`config.mk`:
```
export PLATFORM = sky130hd
export DESIGN_NAME = hazard_ctrl
export DESIGN_NICKNAME = d
export VERILOG_FILES = /design/src/rtl/hazard_ctrl_pkg.sv /design/src/rtl/hazard_stage_reg.sv /design/src/rtl/hazard_ctrl.sv
export SDC_FILE = /design/constraint.sdc
export NUM_CORES = 1
export LEC_CHECK = 0
export BUFFER_PORTS_ARGS = -buffer_cell sky130_fd_sc_hd__clkbuf_2
export CAP_MARGIN = 0
export CORE_UTILIZATION = 50
export DETAILED_ROUTE_END_ITERATION = 7
export GPL_TIMING_DRIVEN = 0
export PLACE_DENSITY = 0.83
export RECOVER_POWER = 100
export SLEW_MARGIN = 10
export SYNTH_ARGS = -nofsm -noshare
export SYNTH_HDL_FRONTEND = slang
export SYNTH_SLANG_ARGS = --single-unit
export TNS_END_PERCENT = 10
```
`constraint.sdc`:
```
create_clock -name clk -period 5.58 [get_ports clk]
set_input_delay 0.837 -clock clk [delete_from_list [all_inputs] [get_ports clk]]
set_output_delay 0.837 -clock clk [all_outputs]
set_load 0.05 [all_outputs]
```
`src/rtl/hazard_ctrl_pkg.sv`:
```
// Shared definitions for the decode-stage hazard controller: instruction-class
// production/consumption times and pipeline stage indices.
package hazard_ctrl_pkg;

  typedef logic [4:0] reg_addr_t;

  localparam reg_addr_t REG_ZERO = 5'd0;

  // Tuse / Tnew values by instruction class
  localparam int T_PC  = 0;
  localparam int T_ALU = 1;
  localparam int T_DM  = 2;

  // Post-decode stage indices, also the forwarding-select encoding
  localparam int STAGE_E = 1;
  localparam int STAGE_M = 2;
  localparam int STAGE_W = 3;

endpackage

```
`src/rtl/hazard_stage_reg.sv`:
```
// One tracked pipeline entry {wa, tnew}: loads from the previous stage,
// optionally decrementing tnew (saturating at 0), or takes a bubble.
module hazard_stage_reg
  import hazard_ctrl_pkg::*;
#(
  parameter int TW  = 2,
  parameter bit DEC = 1'b0
) (
  input  logic          clk,
  input  logic          reset,
  input  logic          bubble,
  input  reg_addr_t     wa_in,
  input  logic [TW-1:0] tnew_in,
  output reg_addr_t     wa,
  output logic [TW-1:0] tnew
);

  logic [TW-1:0] tnew_next;

  always_comb begin
    tnew_next = tnew_in;
    if (DEC && (tnew_in != '0)) tnew_next = tnew_in - TW'(1);
  end

  // NOTE: state registers use non-blocking assignments so every stage samples
  // its neighbour's pre-edge value; blocking here would collapse the shift chain.
  always_ff @(posedge clk) begin
    if (reset || bubble) begin
      wa   <= REG_ZERO;
      tnew <= '0;
    end else begin
      wa   <= wa_in;
      tnew <= tnew_next;
    end
  end

endmodule

```
`src/rtl/hazard_ctrl.sv`:
```
// Decode-stage stall/forward controller: tracks Tnew of in-flight destinations
// against Tuse of the D-stage sources, plus a HI/LO interlock on mult/div.
module hazard_ctrl
  import hazard_ctrl_pkg::*;
#(
  parameter int NSTAGE = 3,
  parameter int TW     = 2,
  parameter int MD_LAT = 5,
  localparam int SW    = $clog2(NSTAGE + 1),
  localparam int MW    = $clog2(MD_LAT + 1)
) (
  input  logic          clk,
  input  logic          reset,
  input  logic [4:0]    rs_d,
  input  logic [4:0]    rt_d,
  input  logic          use_rs_d,
  input  logic          use_rt_d,
  input  logic [TW-1:0] tuse_rs_d,
  input  logic [TW-1:0] tuse_rt_d,
  input  logic [4:0]    wa_d,
  input  logic [TW-1:0] tnew_d,
  input  logic          md_start_d,
  input  logic          md_use_d,
  output logic          stall,
  output logic [SW-1:0] fwd_rs_sel,
  output logic [SW-1:0] fwd_rt_sel,
  output logic          md_busy
);

  // Index 0 is the D-stage producer; index k is the entry held in stage k.
  reg_addr_t     wa_chain   [0:NSTAGE];
  logic [TW-1:0] tnew_chain [0:NSTAGE];

  assign wa_chain[0]   = wa_d;
  assign tnew_chain[0] = tnew_d;

  for (genvar k = 1; k <= NSTAGE; k++) begin : g_stage
    hazard_stage_reg #(
      .TW (TW),
      .DEC(k > 1)
    ) u_stage (
      .clk    (clk),
      .reset  (reset),
      .bubble ((k == 1) ? stall : 1'b0),
      .wa_in  (wa_chain[k-1]),
      .tnew_in(tnew_chain[k-1]),
      .wa     (wa_chain[k]),
      .tnew   (tnew_chain[k])
    );
  end

  logic          hit_rs, hit_rt;
  logic [TW-1:0] tnew_rs, tnew_rt;
  logic [SW-1:0] sel_rs, sel_rt;
  logic          stall_rs, stall_rt, stall_md;
  logic [MW-1:0] md_cnt;

  // NOTE: every output of this block gets a default before the search loop,
  // otherwise a path with no match would infer a latch.
  always_comb begin
    hit_rs  = 1'b0;
    hit_rt  = 1'b0;
    tnew_rs = '0;
    tnew_rt = '0;
    sel_rs  = '0;
    sel_rt  = '0;
    // Walk oldest to youngest so the youngest match is the one left standing.
    for (int k = NSTAGE; k >= 1; k--) begin
      if (wa_chain[k] != REG_ZERO && wa_chain[k] == rs_d) begin
        hit_rs  = 1'b1;
        tnew_rs = tnew_chain[k];
        sel_rs  = SW'(k);
      end
      if (wa_chain[k] != REG_ZERO && wa_chain[k] == rt_d) begin
        hit_rt  = 1'b1;
        tnew_rt = tnew_chain[k];
        sel_rt  = SW'(k);
      end
    end
    stall_rs   = use_rs_d && (rs_d != REG_ZERO) && hit_rs && (tnew_rs > tuse_rs_d);
    stall_rt   = use_rt_d && (rt_d != REG_ZERO) && hit_rt && (tnew_rt > tuse_rt_d);
    stall_md   = md_use_d && (md_cnt != '0);
    stall      = stall_rs | stall_rt | stall_md;
    fwd_rs_sel = (hit_rs && tnew_rs == '0) ? sel_rs : '0;
    fwd_rt_sel = (hit_rt && tnew_rt == '0) ? sel_rt : '0;
  end

  // The counter only loads when the mult/div actually leaves D.
  always_ff @(posedge clk) begin
    if (reset) begin
      md_cnt <= '0;
    end else if (md_start_d && !stall) begin
      md_cnt <= MW'(MD_LAT);
    end else if (md_cnt != '0) begin
      md_cnt <= md_cnt - MW'(1);
    end
  end

  assign md_busy = (md_cnt != '0);

endmodule

```
== Word-level counts from Yosys, hierarchy flattened ==
Cells that the tools add are included.

* Flip-flop bits (word level): 24
* Logic and storage cells: 75

* Add/subtract/negate cells: 3
* $lt $le $gt $ge: 2
* Eq/ne operators: 6
* Mux-type cells: 24
* Bitwise gates (word level): 2
* Reductions and logical operators: 30

{| class="wikitable"
|+ Operators by type and width
! kind !! count
|-
| 2-bit two-way mux || 16
|-
| 5-bit == test || 6
|-
| 5-bit nonzero test || 5
|-
| 1-bit logical AND || 16
|-
| 1-bit two-way mux || 6
|-
| 3-bit two-way mux || 2
|-
| 2-bit nonzero test || 3
|-
| 2-bit > comparator || 2
|-
| 2-bit zero test || 2
|-
| 2-bit by 1-bit subtractor with 2-bit output, second input constant || 2
|-
| 3-bit nonzero test || 1
|-
| 3-bit by 1-bit subtractor with 3-bit output, second input constant || 1
|-
| 1-bit bitwise OR || 2
|-
| 2-bit OR reduction || 1
|-
| 1-bit zero test || 1
|-
| 1-bit logical OR || 1
|}

== Depth between registers and ports, before layout ==
* Word-level depth: 12
* Gate-level depth with buffers: 13
* Mapped depth without buffers: 11

== By module ==
Synthesis repeated with hierarchy kept, for this count alone.

* Cell total of the unflattened synthesis: 161
* Area, all modules: 1503.9 um^2

{| class="wikitable"
|+ By module, submodules not included
! module !! instances !! cells each !! area an instance (um^2)
|-
| hazard_ctrl || 1 || 119 || 893.4
|-
| hazard_stage_reg (g_stage[2].u_stage ...) || 2 || 14 || 209.0
|-
| hazard_stage_reg (g_stage[1].u_stage) || 1 || 14 || 192.7
|}

== Worst setup path before layout ==
OpenSTA, ideal clock, no wires.

* Kind: input port to output port
* Start point: input port rs_d[3]
* End point: output port stall
* Data arrival time: 3.435 ns
* Data required time: 4.743 ns
* Path slack: 1.308 ns
* Stages on the path: 12
* Buffers on the path: 1
* Cells stage by stage: xor2_1 nor3_1 and3_1 clkbuf_1 o211ai_1 and2_1 ha_1 nor2b_1 o211ai_1 o21bai_1 o21ai_1 or3_1

* Longest elaborated chain between the ends: 9
* Elaborated cells between the ends (all ways): 19
* Classes of those cells: order compare: 1; eq/ne: 3; mux: 6; bitwise: 2; reduce/logical: 7

{| class="wikitable"
|+ Ends and longest elaborated chain
! item !! line !! source
|-
| start: declaration || hazard_ctrl.sv:14 || <nowiki>input logic [4:0] rs_d,</nowiki>
|-
| 5-bit == test || hazard_ctrl.sv:69 || <nowiki>if (wa_chain[k] != REG_ZERO && wa_chain[k] == rs_d) begin</nowiki>
|-
| 1-bit logical AND || hazard_ctrl.sv:69 ||
|-
| 2-bit two-way mux / 1-bit two-way mux (equally long branches) (3 in series) || hazard_ctrl.sv:69 ||
|-
| 2-bit > comparator / 1-bit logical AND (equally long branches) || hazard_ctrl.sv:80 || <nowiki>stall_rs = use_rs_d && (rs_d != REG_ZERO) && hit_rs && (tnew_rs > tuse_rs_d);</nowiki>
|-
| 1-bit logical AND (*) || hazard_ctrl.sv:80 ||
|-
| 1-bit bitwise OR (*) (2 in series) || hazard_ctrl.sv:83 || <nowiki>stall = stall_rs | stall_rt | stall_md;</nowiki>
|-
| end: declaration || hazard_ctrl.sv:24 || <nowiki>output logic stall,</nowiki>
|}

Mark *: on every way between the ends. The rest lies on a longest branch, timed or not.

== Worst setup path after layout ==
Same ends and word-level chain as after synthesis.

==> metrics.txt <==
number of global-route vias before repair=between 1000 and 1500; grt peak-use layer=met2; setup bufs post-CTS=0; TritonCTS buffer count=3; asr flop ratio synth=0%; # IOs=33; drt wl/cell=roughly 12 um; # hold bufs at CTS=0; gpl congestion=about 0.83; GRT Util Overall=around 22%; FF+latch count, synth=24; storage element area=480 sq um; Residual DRC=0; Chip Height=58.4 um; post-synthesis sequential area ratio=between 30 and 40%; Achievable Freq=between 150 and 200 MHz; ANT nets after route=0; htree depth=1; maximum clock path buffer count=2; area delta synth->final=15.2%; Final Cycle Share=between 90% and 100%; final setup fails=0; final worst path period need=5.05 ns; ys flop type=dfxtp_1; Worst Setup Start Kind=primary input; ratio of cells with drive above 1 in the final layout=roughly 14%; Finished Core Util=between 60% and 70%; Root Buffer=clkbuf_4; setup TNS=0 ns; Net Sw Frac=between 30% and 40%; critical path type=primary input to primary output; Avg Inst Size Synth=roughly 8.5 sq um; Slew @ Worst Pin=0.637 ns; PnR worst setup slack=roughly 0.53 ns; critical path's slowest cell=o21ai_1; Worst Hold Class=flop to flop; PD cells=roughly 300 nW/um^2; pin count of the biggest net entering global routing=15; CTS Sinks=24; worst-path fanout max=10; initial DRC count=between 50 and 60; Worst Path Arrival=~4.2 ns; Multi-input gate area=between 1000 and 1500 sq um; RSZ-0062 raised after global routing=false; M2 GR Usage=between 30% and 40%; CTS clk-pin slew, worst paths=around 0.13 ns; worst skew pair latency=between 0.3 and 0.4 ns; Congestion Overflow GR=0; slew margin rel.=a little under three fifths; Max-Cap Viols=0; Die ar.=3410 sq um; crit path buf inv count=3; synthesized area=roughly 1600 sq um; peak supply drop=~0.34 mV; Internal=about 0.35 mW; final hold violations=0; FP Rows=20; Initial Util=52.5%; Post-Place Cells=263; Slowest Stage Delay on Critical Path=~0.53 ns; n_diodes=0; Combinational Power Share=a little under two fifths; met1 global-route usage=between 20% and 30%; Layout Cells excl Fill=between 200 and 300; number of synthesized flops with an enable pin=0; critical-path cell list=clkbuf_1 -> xor2_1 -> nor3_1 -> and3_1 -> clkbuf_1 -> o211ai_1 -> and2_0 -> ha_1 -> nor2b_1 -> o211ai_1 -> o21bai_1 -> o21ai_1 -> or3_1 -> clkbuf_1; Vias per Instance=about 5.3; crit-path most repeated cell=clkbuf_1; global-route wire length before repair=between 5000 and 6000 um; die width=about 60 um; Distinct cells, synth=34; endpoint class of the critical path=primary output; port bufs=32; vias=approximately 1400; clock skew=about 0.00095 ns; Core Area=3030 sq um; status=finished, final reports clean; switching power=between 0.15 and 0.2 mW; initial antenna violation count=0; fillers=roughly 280; dpl ws=around 0.74 ns; CTS tree=yes; critical path required time=between 4 and 5 ns; Syn Nets=between 200 and 250; total wire length=between 3000 and 4000 um; post-cts sizing count=0; share of total power in the clock network=approximately 23%; static leakage=0.798 nW; Synth Warn #=0; crit-path leading delay family=simple AND/OR/NAND/NOR gates; Seq pwr share=39.6%; Max Slew Vio Count=0; HPWL after detailed placement=around 2700 um; DRT Pass-1 Iters=4; nets@finish=257; Post-Syn Instances=approximately 190; grt met3 use=roughly 2.6%
[metal layers]
metal  wire length (um)  vias to the layer above  part of all wire [%]
met1               1620                      632                    49
li1                   -                      744                     -
met4                 25                        0                  0.76
met5                  0                        -                     0
met2               1540                       34                    47
met3                119                        4                   3.6
[cell type report]
class	instances	share of cell area, %
repair buffers	32	8.20
plain buffers	6	1.71
inverters	5	1.03
multi-input cells	152	56.9
clock buffers	3	1.23
well taps	44	3.01
flip-flops and latches	24	26.2
clock inverters	1	1.64
[cells in the mapped netlist, types with 2 or more instances]
| cell | count | area (sq um) |
|---|---|---|
| xor2_1 | 26 | 228 |
| dfxtp_1 | 24 | 480 |
| nand2b_1 | 16 | 100 |
| nor2_1 | 12 | 45.0 |
| nor2b_1 | 12 | 75.1 |
| nor3_1 | 11 | 55.1 |
| nand4_1 | 10 | 62.6 |
| nor4_1 | 9 | 56.3 |
| nand2_1 | 8 | 30.0 |
| o211ai_1 | 7 | 52.6 |
| ha_1 | 6 | 75.1 |
| inv_1 | 5 | 18.8 |
| xnor2_1 | 5 | 43.8 |
| and3_1 | 4 | 25.0 |
| o21ai_0 | 4 | 20.0 |
| clkbuf_1 | 3 | 11.3 |
| a222oi_1 | 2 | 20.0 |
| and2_1 | 2 | 12.5 |
| and4_1 | 2 | 17.5 |
| buf_2 | 2 | 10.0 |
| nor3b_1 | 2 | 15.0 |
| o31a_1 | 2 | 17.5 |
| o41ai_2 | 2 | 32.5 |
[worst paths after layout]
| kind | to | slack, ns | from | cells past startpoint |
|---|---|---|---|---|
| worst max-delay path | stall | 0.53 | rs_d[3] | 14 |
| worst min register to register | g_stage[3].u_stage.tnew[0]$_SDFF_PP0_ | 0.48 | g_stage[2].u_stage.tnew[0]$_SDFF_PP0_ | 1 |
| worst min-delay path | g_stage[3].u_stage.tnew[0]$_SDFF_PP0_ | 0.48 | g_stage[2].u_stage.tnew[0]$_SDFF_PP0_ | 1 |
| worst max register to register | md_cnt[2]$_SDFFE_PP0P_ | 2.22 | g_stage[2].u_stage.wa[3]$_SDFF_PP0_ | 13 |
[per-stage QoR]
step	hold WS, ns	area (sq um)	total power, mW
3_5_place_dp	0.464	1800	0.433
3_3_place_gp	0.469	1800	0.429
5_1_grt	0.520	1830	0.590
4_1_cts	0.481	1860	0.559
6_report	0.481	1830	0.547
2_1_floorplan	0.418	1590	0.382
[sequential cells by signal (all words and copies together), names as in the netlist]
name,cells
g_stage.u_stage.wa,15
md_cnt,3
g_stage.u_stage.tnew,6
[cell usage in the layout (no fill, tap or decap), drive strengths merged, types with 2 or more instances in the layout]
master / Yosys / routed
nor2b: 12 / 12
xnor2: 5 / 5
nand2: 8 / 8
clkbuf: 3 / 39
a222oi: 2 / 2
dfxtp: 24 / 24
nor3: 11 / 11
o211ai: 7 / 7
o31a: 2 / 2
inv: 5 / 5
and3: 4 / 4
nand2b: 16 / 16
o41ai: 2 / 2
nor2: 12 / 12
xor2: 26 / 26
and4: 2 / 2
and2: 2 / 2
ha: 6 / 6
nand4: 10 / 10
nor4: 9 / 9
o21ai: 5 / 5
nor3b: 2 / 2
buf: 3 / 2
[cells by family after synthesis]
group | Yosys count | synth area share, %
simple gates | 92 | 32.9
xor+xnor | 31 | 17.1
flops | 24 | 30.2
compound gates | 22 | 11.2
buf+inv | 11 | 3.23
fa+ha+maj | 6 | 4.72
mux | 1 | 0.630
[power groups by stage]
stage	Sequential (mW)	Clock [mW]	Combinational, mW
after global routing	0.221	0.138	0.231
final	0.216	0.125	0.205
after global placement	0.219	0	0.210
after detailed placement	0.220	0	0.213
after CTS	0.216	0.128	0.214
after floorplan	0.214	0	0.168
(Power assumes the default switching activity.)
